<file path="src/rtl/print_string_unit_pkg.sv">
// Shared CPU definitions used by the print-string syscall unit and the data memory.
package print_string_unit_pkg;

    typedef enum logic [2:0] {
        ST_IDLE,
        ST_FETCH,
        ST_EMIT,
        ST_FINISH,
        ST_FAULT
    } ps_state_t;

    // Data-memory word window, shared with the data memory's own range check.
    localparam logic [31:0] MEM_LO_ADDR = 32'h7FF0_0000;
    localparam logic [31:0] MEM_HI_ADDR = 32'h7FFF_FFFF;

    localparam logic [31:0] SYSCALL_PRINT_STRING = 32'd4;

    // Big-endian byte lane select: index 0 is the most significant byte.
    function automatic logic [7:0] unpack_byte(input logic [31:0] w, input logic [1:0] idx);
        logic [7:0] b;
        case (idx)
            2'd0:    b = w[31:24];
            2'd1:    b = w[23:16];
            2'd2:    b = w[15:8];
            default: b = w[7:0];
        endcase
        return b;
    endfunction

endpackage

</file>
<file path="src/rtl/print_string_unit.sv">
// Print-string syscall engine: walks data memory downward from a word address and
// streams the packed bytes over a valid/ready channel until NUL, stalling the pipe meanwhile.
module print_string_unit
    import print_string_unit_pkg::*;
#(
    parameter logic [31:0] MEM_LO    = MEM_LO_ADDR,
    parameter logic [31:0] MEM_HI    = MEM_HI_ADDR,
    parameter int          MAX_WORDS = 256
) (
    input  logic        clk,
    input  logic        reset,
    input  logic        start,
    input  logic [31:0] start_addr,
    output logic [31:0] mem_addr,
    input  logic [31:0] mem_read_data,
    output logic        char_valid,
    output logic [7:0]  char_data,
    input  logic        char_ready,
    output logic        busy,
    output logic        done,
    output logic        error
);

    localparam int CNT_W = $clog2(MAX_WORDS + 1);

    ps_state_t        state;
    logic [31:0]      cur_addr;
    logic [31:0]      word_reg;
    logic [1:0]       byte_idx;
    logic [CNT_W-1:0] word_cnt;

    logic [7:0] cur_byte;
    logic [7:0] nxt_byte;
    logic       fetch_bad;

    always_comb begin
        cur_byte  = unpack_byte(word_reg, byte_idx);
        nxt_byte  = unpack_byte(word_reg, byte_idx + 2'd1);
        fetch_bad = (cur_addr < MEM_LO) || (cur_addr > MEM_HI) ||
                    (word_cnt == CNT_W'(MAX_WORDS));
    end

    // mem_addr is loaded on entry to FETCH so the combinational memory read
    // is already valid during the FETCH cycle itself.
    always_ff @(posedge clk) begin
        if (reset) begin
            state      <= ST_IDLE;
            cur_addr   <= '0;
            word_reg   <= '0;
            byte_idx   <= '0;
            word_cnt   <= '0;
            mem_addr   <= '0;
            char_valid <= 1'b0;
            char_data  <= '0;
            busy       <= 1'b0;
            done       <= 1'b0;
            error      <= 1'b0;
        end else begin
            done  <= 1'b0;
            error <= 1'b0;
            case (state)
                ST_IDLE: begin
                    if (start) begin
                        cur_addr <= start_addr;
                        mem_addr <= start_addr;
                        word_cnt <= '0;
                        busy     <= 1'b1;
                        state    <= ST_FETCH;
                    end
                end
                ST_FETCH: begin
                    if (fetch_bad) begin
                        error <= 1'b1;
                        state <= ST_FAULT;
                    end else begin
                        word_reg   <= mem_read_data;
                        byte_idx   <= 2'd0;
                        word_cnt   <= word_cnt + 1'b1;
                        char_valid <= (mem_read_data[31:24] != 8'h00);
                        char_data  <= mem_read_data[31:24];
                        state      <= ST_EMIT;
                    end
                end
                ST_EMIT: begin
                    if (cur_byte == 8'h00) begin
                        done  <= 1'b1;
                        state <= ST_FINISH;
                    end else if (char_ready) begin
                        if (byte_idx != 2'd3) begin
                            // Preload the next lane; a NUL lands as valid=0 and ends the string next cycle.
                            byte_idx   <= byte_idx + 2'd1;
                            char_valid <= (nxt_byte != 8'h00);
                            char_data  <= nxt_byte;
                        end else begin
                            char_valid <= 1'b0;
                            cur_addr   <= cur_addr - 32'd1;
                            mem_addr   <= cur_addr - 32'd1;
                            state      <= ST_FETCH;
                        end
                    end
                end
                ST_FINISH, ST_FAULT: begin
                    busy  <= 1'b0;
                    state <= ST_IDLE;
                end
                default: state <= ST_IDLE;
            endcase
        end
    end

endmodule

</file>
<file path="config.mk">
export PLATFORM = sky130hd
export DESIGN_NAME = print_string_unit
export DESIGN_NICKNAME = d
export VERILOG_FILES = /design/src/rtl/print_string_unit_pkg.sv /design/src/rtl/print_string_unit.sv
export SDC_FILE = /design/constraint.sdc
export NUM_CORES = 1
export LEC_CHECK = 0
export ABC_AREA = 1
export ABC_CLOCK_PERIOD_IN_PS = 3490
export BUFFER_PORTS_ARGS = -buffer_cell sky130_fd_sc_hd__clkbuf_2
export CORE_ASPECT_RATIO = 2
export CORE_MARGIN = 2
export CORE_UTILIZATION = 50
export DETAILED_ROUTE_END_ITERATION = 6
export GPL_TIMING_DRIVEN = 0
export PLACE_DENSITY_LB_ADDON = 0.3
export SYNTH_ARGS = -nofsm -noshare
export SYNTH_HDL_FRONTEND = slang
export SYNTH_SLANG_ARGS = --single-unit
</file>
<file path="constraint.sdc">
create_clock -name clk -period 3.49 [get_ports clk]
set_input_delay 0.5235 -clock clk [delete_from_list [all_inputs] [get_ports clk]]
set_output_delay 0.5235 -clock clk [all_outputs]
set_load 0.05 [all_outputs]
</file>
## Yosys cells after proc, flatten, opt, wreduce, memory -nomap -nowiden

Cells that the tools add are included.

- Register bits: 90
- Word-level logic and storage cells: 93
- Bits of input ports: 68
- Output and inout bits: 44

- Equal/unequal tests: 18
- Reductions and logical operators: 22
- Add/sub/neg operators: 3
- Magnitude comparators: 2
- Bitwise operators: 3
- Muxes and demuxes: 35

Operators by type and width:

| kind | number |
|---|---|
| $mux W32 | 4 |
| $pmux W32 S2 | 1 |
| $pmux W8 S3 | 2 |
| $gt A32 B31 Y1 const B | 1 |
| $lt A32 B31 Y1 const B | 1 |
| $mux W8 | 4 |
| $sub A32 B1 Y32 const B | 1 |
| $mux W9 | 2 |
| $pmux W9 S2 | 1 |
| $pmux W8 S2 | 1 |
| $reduce_bool A8 Y1 | 2 |
| $mux W3 | 5 |
| $ne A2 B2 Y1 const B | 7 |
| $reduce_and A5 Y1 | 2 |
| $add A9 B1 Y9 const B | 1 |
| $eq A9 B9 Y1 const B | 1 |
| $pmux W3 S3 | 1 |
| $logic_not A8 Y1 | 1 |
| $mux W2 | 4 |
| $reduce_bool A2 Y1 | 4 |
| $mux W1 | 7 |
| $eq A3 B2 Y1 const B | 2 |
| $ne A3 B3 Y1 const B | 2 |
| $reduce_and A3 Y1 | 2 |
| 14 further kinds | 24 |

## Logic depth before layout (Yosys ltp)

- Depth after elaboration: 8
- Mapped depth: 14

## Worst setup path before layout

Ideal clock, no wire load.

- Kind: reg-to-reg
- Start: register cur_addr[20]
- End: register char_data[1]
- Library setup time: 0.113 ns
- Path buffers: 1
- Setup slack: 1.549 ns
- Arrival: 1.828 ns
- Clock period less this slack: 1.941 ns
- Required time: 3.377 ns
- Cell stages (with the launch flop): 11
- Cells stage by stage: dfxtp_1 inv_2 nor3_2 nand3_1 nor2_2 nor2_1 nor3_4 nand2_2 buf_6 nor2_1 nor2_1

- Longest elaborated chain between the ends: 5

Ends and longest elaborated chain:

| what | RTL line | RTL |
|---|---|---|
| from (decl) | print_string_unit.sv:27 | `logic [31:0] cur_addr;` |
| from (signal assigned) | print_string_unit.sv:64 | `cur_addr <= start_addr;` |
| from (signal assigned) | print_string_unit.sv:96 | `cur_addr <= cur_addr - 32'd1;` |
| $lt A32 B31 Y1 / $gt A32 B31 Y1 (equally long branches) | print_string_unit.sv:39 | `fetch_bad = (cur_addr < MEM_LO) \|\| (cur_addr > MEM_HI) \|\|` |
| $logic_or A1 B1 Y1 (*) (2 in a row) | print_string_unit.sv:39 |  |
| $ne A2 B2 Y1 (no source line) (*) | n/a |  |
| $reduce_and A5 Y1 (no source line) (*) | n/a |  |
| to (signal assigned) | print_string_unit.sv:80 | `char_data <= mem_read_data[31:24];` |
| to (signal assigned) | print_string_unit.sv:93 | `char_data <= nxt_byte;` |
| to (decl) | print_string_unit.sv:17 | `output logic [7:0] char_data,` |

Mark *: on every way between the ends. The rest lies on a longest branch, timed or not.
A chain may end at the register's enable or synchronous reset.

## Worst setup path in the final report

- Start: register byte_idx[0]
- End: register char_valid

- Longest elaborated chain between the ends: 8

Ends and longest elaborated chain:

| what | RTL line | RTL |
|---|---|---|
| from (decl) | print_string_unit.sv:29 | `logic [1:0] byte_idx;` |
| from (signal assigned) | print_string_unit.sv:91 | `byte_idx <= byte_idx + 2'd1;` |
| $add A2 B1 Y2 | print_string_unit.sv:38 | `nxt_byte = unpack_byte(word_reg, byte_idx + 2'd1);` |
| $eq A2 B2 Y1, or another cell as far along | print_string_unit_pkg.sv:21 | `case (idx)` |
| $pmux W8 S3 | print_string_unit_pkg.sv:21 |  |
| $reduce_bool A8 Y1 | print_string_unit.sv:92 | `char_valid <= (nxt_byte != 8'h00);` |
| $mux W1 | print_string_unit.sv:89 | `if (byte_idx != 2'd3) begin` |
| $mux W1 | print_string_unit.sv:88 | `end else if (char_ready) begin` |
| $mux W1 | print_string_unit.sv:85 | `if (cur_byte == 8'h00) begin` |
| $pmux W1 S2 | print_string_unit.sv:61 | `case (state)` |
| to (signal assigned) | print_string_unit.sv:79 | `char_valid <= (mem_read_data[31:24] != 8'h00);` |
| to (signal assigned) | print_string_unit.sv:92 |  |
| to (decl) | print_string_unit.sv:16 | `output logic char_valid,` |

Several ways; a longest one is shown, not always the timed one. The select of a mux whose other input is x is not followed.

==> flow_summary.ini <==
[job]
drv_cap = 0

[clocking]
clk_pin_slew_ns = 0.07
cts_tree = yes
cts_max_level = 3
cts-hold-fix-buffers = 0
clock_latency_ns = 0.35
cts_resized = 0
cts_root_buf = clkbuf_16
clk_path_buf_depth = 2
clock_sinks = 90
cts-buffers-inserted = 9
postCtsSetupBuffers = 0

[synth]
synth_area_per_cell_um2 = 5.93
synth_nets = 986
synth_seq_area_share_pct = 33.4
synth_seq_cells = 90
synth_cells = 909
synth_mux_area_share_pct = 0.186
synth_fa_ha_area_share_pct = 2.09
synthArstFlopShare_pct = 0
ys_warn_count = 0
synth_flop_cell = dfxtp_1
synth_top_family_by_area = simple AND/OR/NAND/NOR gates
synthSimpleGateAreaFrac_pct = 41.5
synth_xor_area_share_pct = 1.30
synth.distinct_cells = 36
syn_area_um2 = 5390
synth-compound-area-share_pct = 12.0
synth_edf_count = 0

[critical_path]
path_cells = inv_1, ha_1, inv_1, clkbuf_1, nand2_1, o22ai_1, nand2_1, nor2_1, nand2_1, nand2_1, nand2_1, nor2_1, nor2_1
cp_data_required_time_ns = 3.74
timing.rr.start = byte_idx[0]
cp.arrival_ns = 2.53
critical_path_class = flip-flop to flip-flop
crit_path_frequent_cell = nand2_1
cp-end-kind = flip-flop
crit_path_start = byte_idx[0]
max_stage_delay_ns = 0.42
cpMaxStageDelayCell = dfxtp_1
reg2reg_depth = 13
reg2reg_slack_ns = 1.21
r2r_end = char_valid
crit_path_end = char_valid
worstPathMaxFanout = 10
start_kind = flip-flop

[global_route]
antenna_found_initial = 0
overflow = 0
grt_pass1_vias = 5640
grt_pass1_wl_um = 27300
grt_use_total_pct = 30.1
grt_max_degree = 15

[status]
status = finished clean

[final_layout]
layout_common_cells = 249 x nand2_1, 222 x nor2_1, 111 x clkbuf_2
layout_commonest_cell = nand2_1
n_antenna_cell = 0
drive_above_1_share_pct = 15.1
areaGrowthSynthToFinish_pct = 19.4
nNetsFinal = 1108
fillers = 1088

[sta]
fmax_ghz = 0.439
timing.slew.headroom_pct = 53.4
period_minus_slack_ns = 2.28
timing.hold.ws_ns = 0.400
worst_slew_pin_slew_ns = 0.700
drv_slew = 0
setup_violations = 0
hold_violations = 0
finalClockSkew_ns = 0.0123
rsz0062_at_grt = no
fin_setup_tns_ns = 0
fin_crit_sh_pct = 65.2

[routing]
vias_per_cell = 5.17
post_drt_wl_per_cell_um = 14.9
drtPass1Iterations = 5
via_count = 6061
drc_errors = 0
wl_um = 17400
first_iter_violations = 366
ant_nets = 0

[power_and_ir_drop]
ir_drop_mv = 0.275
p_per_area_nw_per_um2 = 468
leakagePower_nw = 3.27

[floorplan]
start_util_pct = 51.2
io_pins = 112
dieHeight_um = 151
rows = 53
coreArea_um2 = 10500
die_w_um = 77.4
die_area_um2 = 11700

[placed_design]
hpwl_um = 13600
port_buffers = 111
globalplace.congestion = 0.971

[hold_path]
hold_class = input port to flip-flop
## layer usage
layer | up-vias | global-route usage, % | share of wire, % | routed length [µm]
met5 | - | 0 | 0 | 0
met4 | 0 | 19.8 | 6.4 | 1110
met3 | 70 | 3.87 | 4.4 | 765
met2 | 209 | 59.5 | 56 | 9690
met1 | 2689 | 28.0 | 34 | 5850
li1 | 3093 | - | - | -
## synth_stat cells (all sizes together) (5+ instances only)
library cell	instances	share of area, %
o22ai	8	0.93
nor3	9	1.1
nand3	41	3.9
ha	9	2.1
buf	16	1.7
a21oi	32	3.0
clkbuf	16	1.1
dfxtp	90	33
nor4	5	0.58
nand2	254	18
o21ai	78	7.4
xor2	8	1.3
nor2	225	16
inv	97	6.8
nand4	11	1.3
## power by group
part	switching, mW	leakage [nW]	internal [mW]
Clock	0.432	0.149	0.649
Combinational	0.563	2.38	0.218
Sequential	0.0689	0.735	1.08
Total	1.06	3.27	1.95
## through the flow
| step | worst slack, ns | total power [mW] | area, µm² | instances | utilization, % |
|---|---|---|---|---|---|
| after floorplan | 1.55 | 1.73 | 5390 | 909 | - |
| after CTS | 1.24 | 3.01 | 6440 | 1173 | 61.1 |
| after global routing | 0.980 | 3.14 | 6440 | 1173 | 61.1 |
| final | 1.21 | 3.01 | 6440 | 1173 | 61.1 |
| after detailed placement | 1.30 | 1.95 | 6120 | 1157 | 58.1 |
| after global placement | 1.31 | 1.94 | 6120 | 1157 | 58.1 |
## worst min path at each step
stage	start	to	depth (start not counted)
after floorplan	word_reg[1]	word_reg[1]	2
after global routing	mem_read_data[10]	word_reg[10]	3
after CTS	mem_read_data[2]	word_reg[2]	3
final	mem_read_data[5]	word_reg[5]	3
after global placement	word_cnt[3]	word_cnt[3]	2
after detailed placement	word_cnt[4]	word_cnt[4]	2
## final cells by class
type	instances	area, µm²	share of cell area [%]
Buffer	32	150	2.33
Clock buffer	12	246	3.83
Clock inverter	4	75.1	1.17
Inverter	97	364	5.65
Multi-Input combinational cell	690	3080	47.8
Sequential cell	90	1800	28.0
Tap cell	137	171	2.66
Timing Repair Buffer	111	556	8.62
## kinds of logic (layout without fill, tap and decap cells)
logic type / after synthesis / in the layout
and+or+nand+nor: 549 / 549
buffers and inverters: 129 / 256
AOI/OAI and AO/OA: 123 / 123
DFF: 90 / 90
adders and majority gates: 9 / 9
xor gates and xnor gates: 8 / 8
muxes: 1 / 1
## worst max-delay path: cells and delay by family (launching register included)
kind                       cells  cell delay, ns
DFF                            1            0.42
buffers and inverters          3            0.70
AOI/OAI and AO/OA              1            0.22
and+or+nand+nor                8            0.63
adders and majority gates      1            0.21
Power figures use the tool's default switching activity.
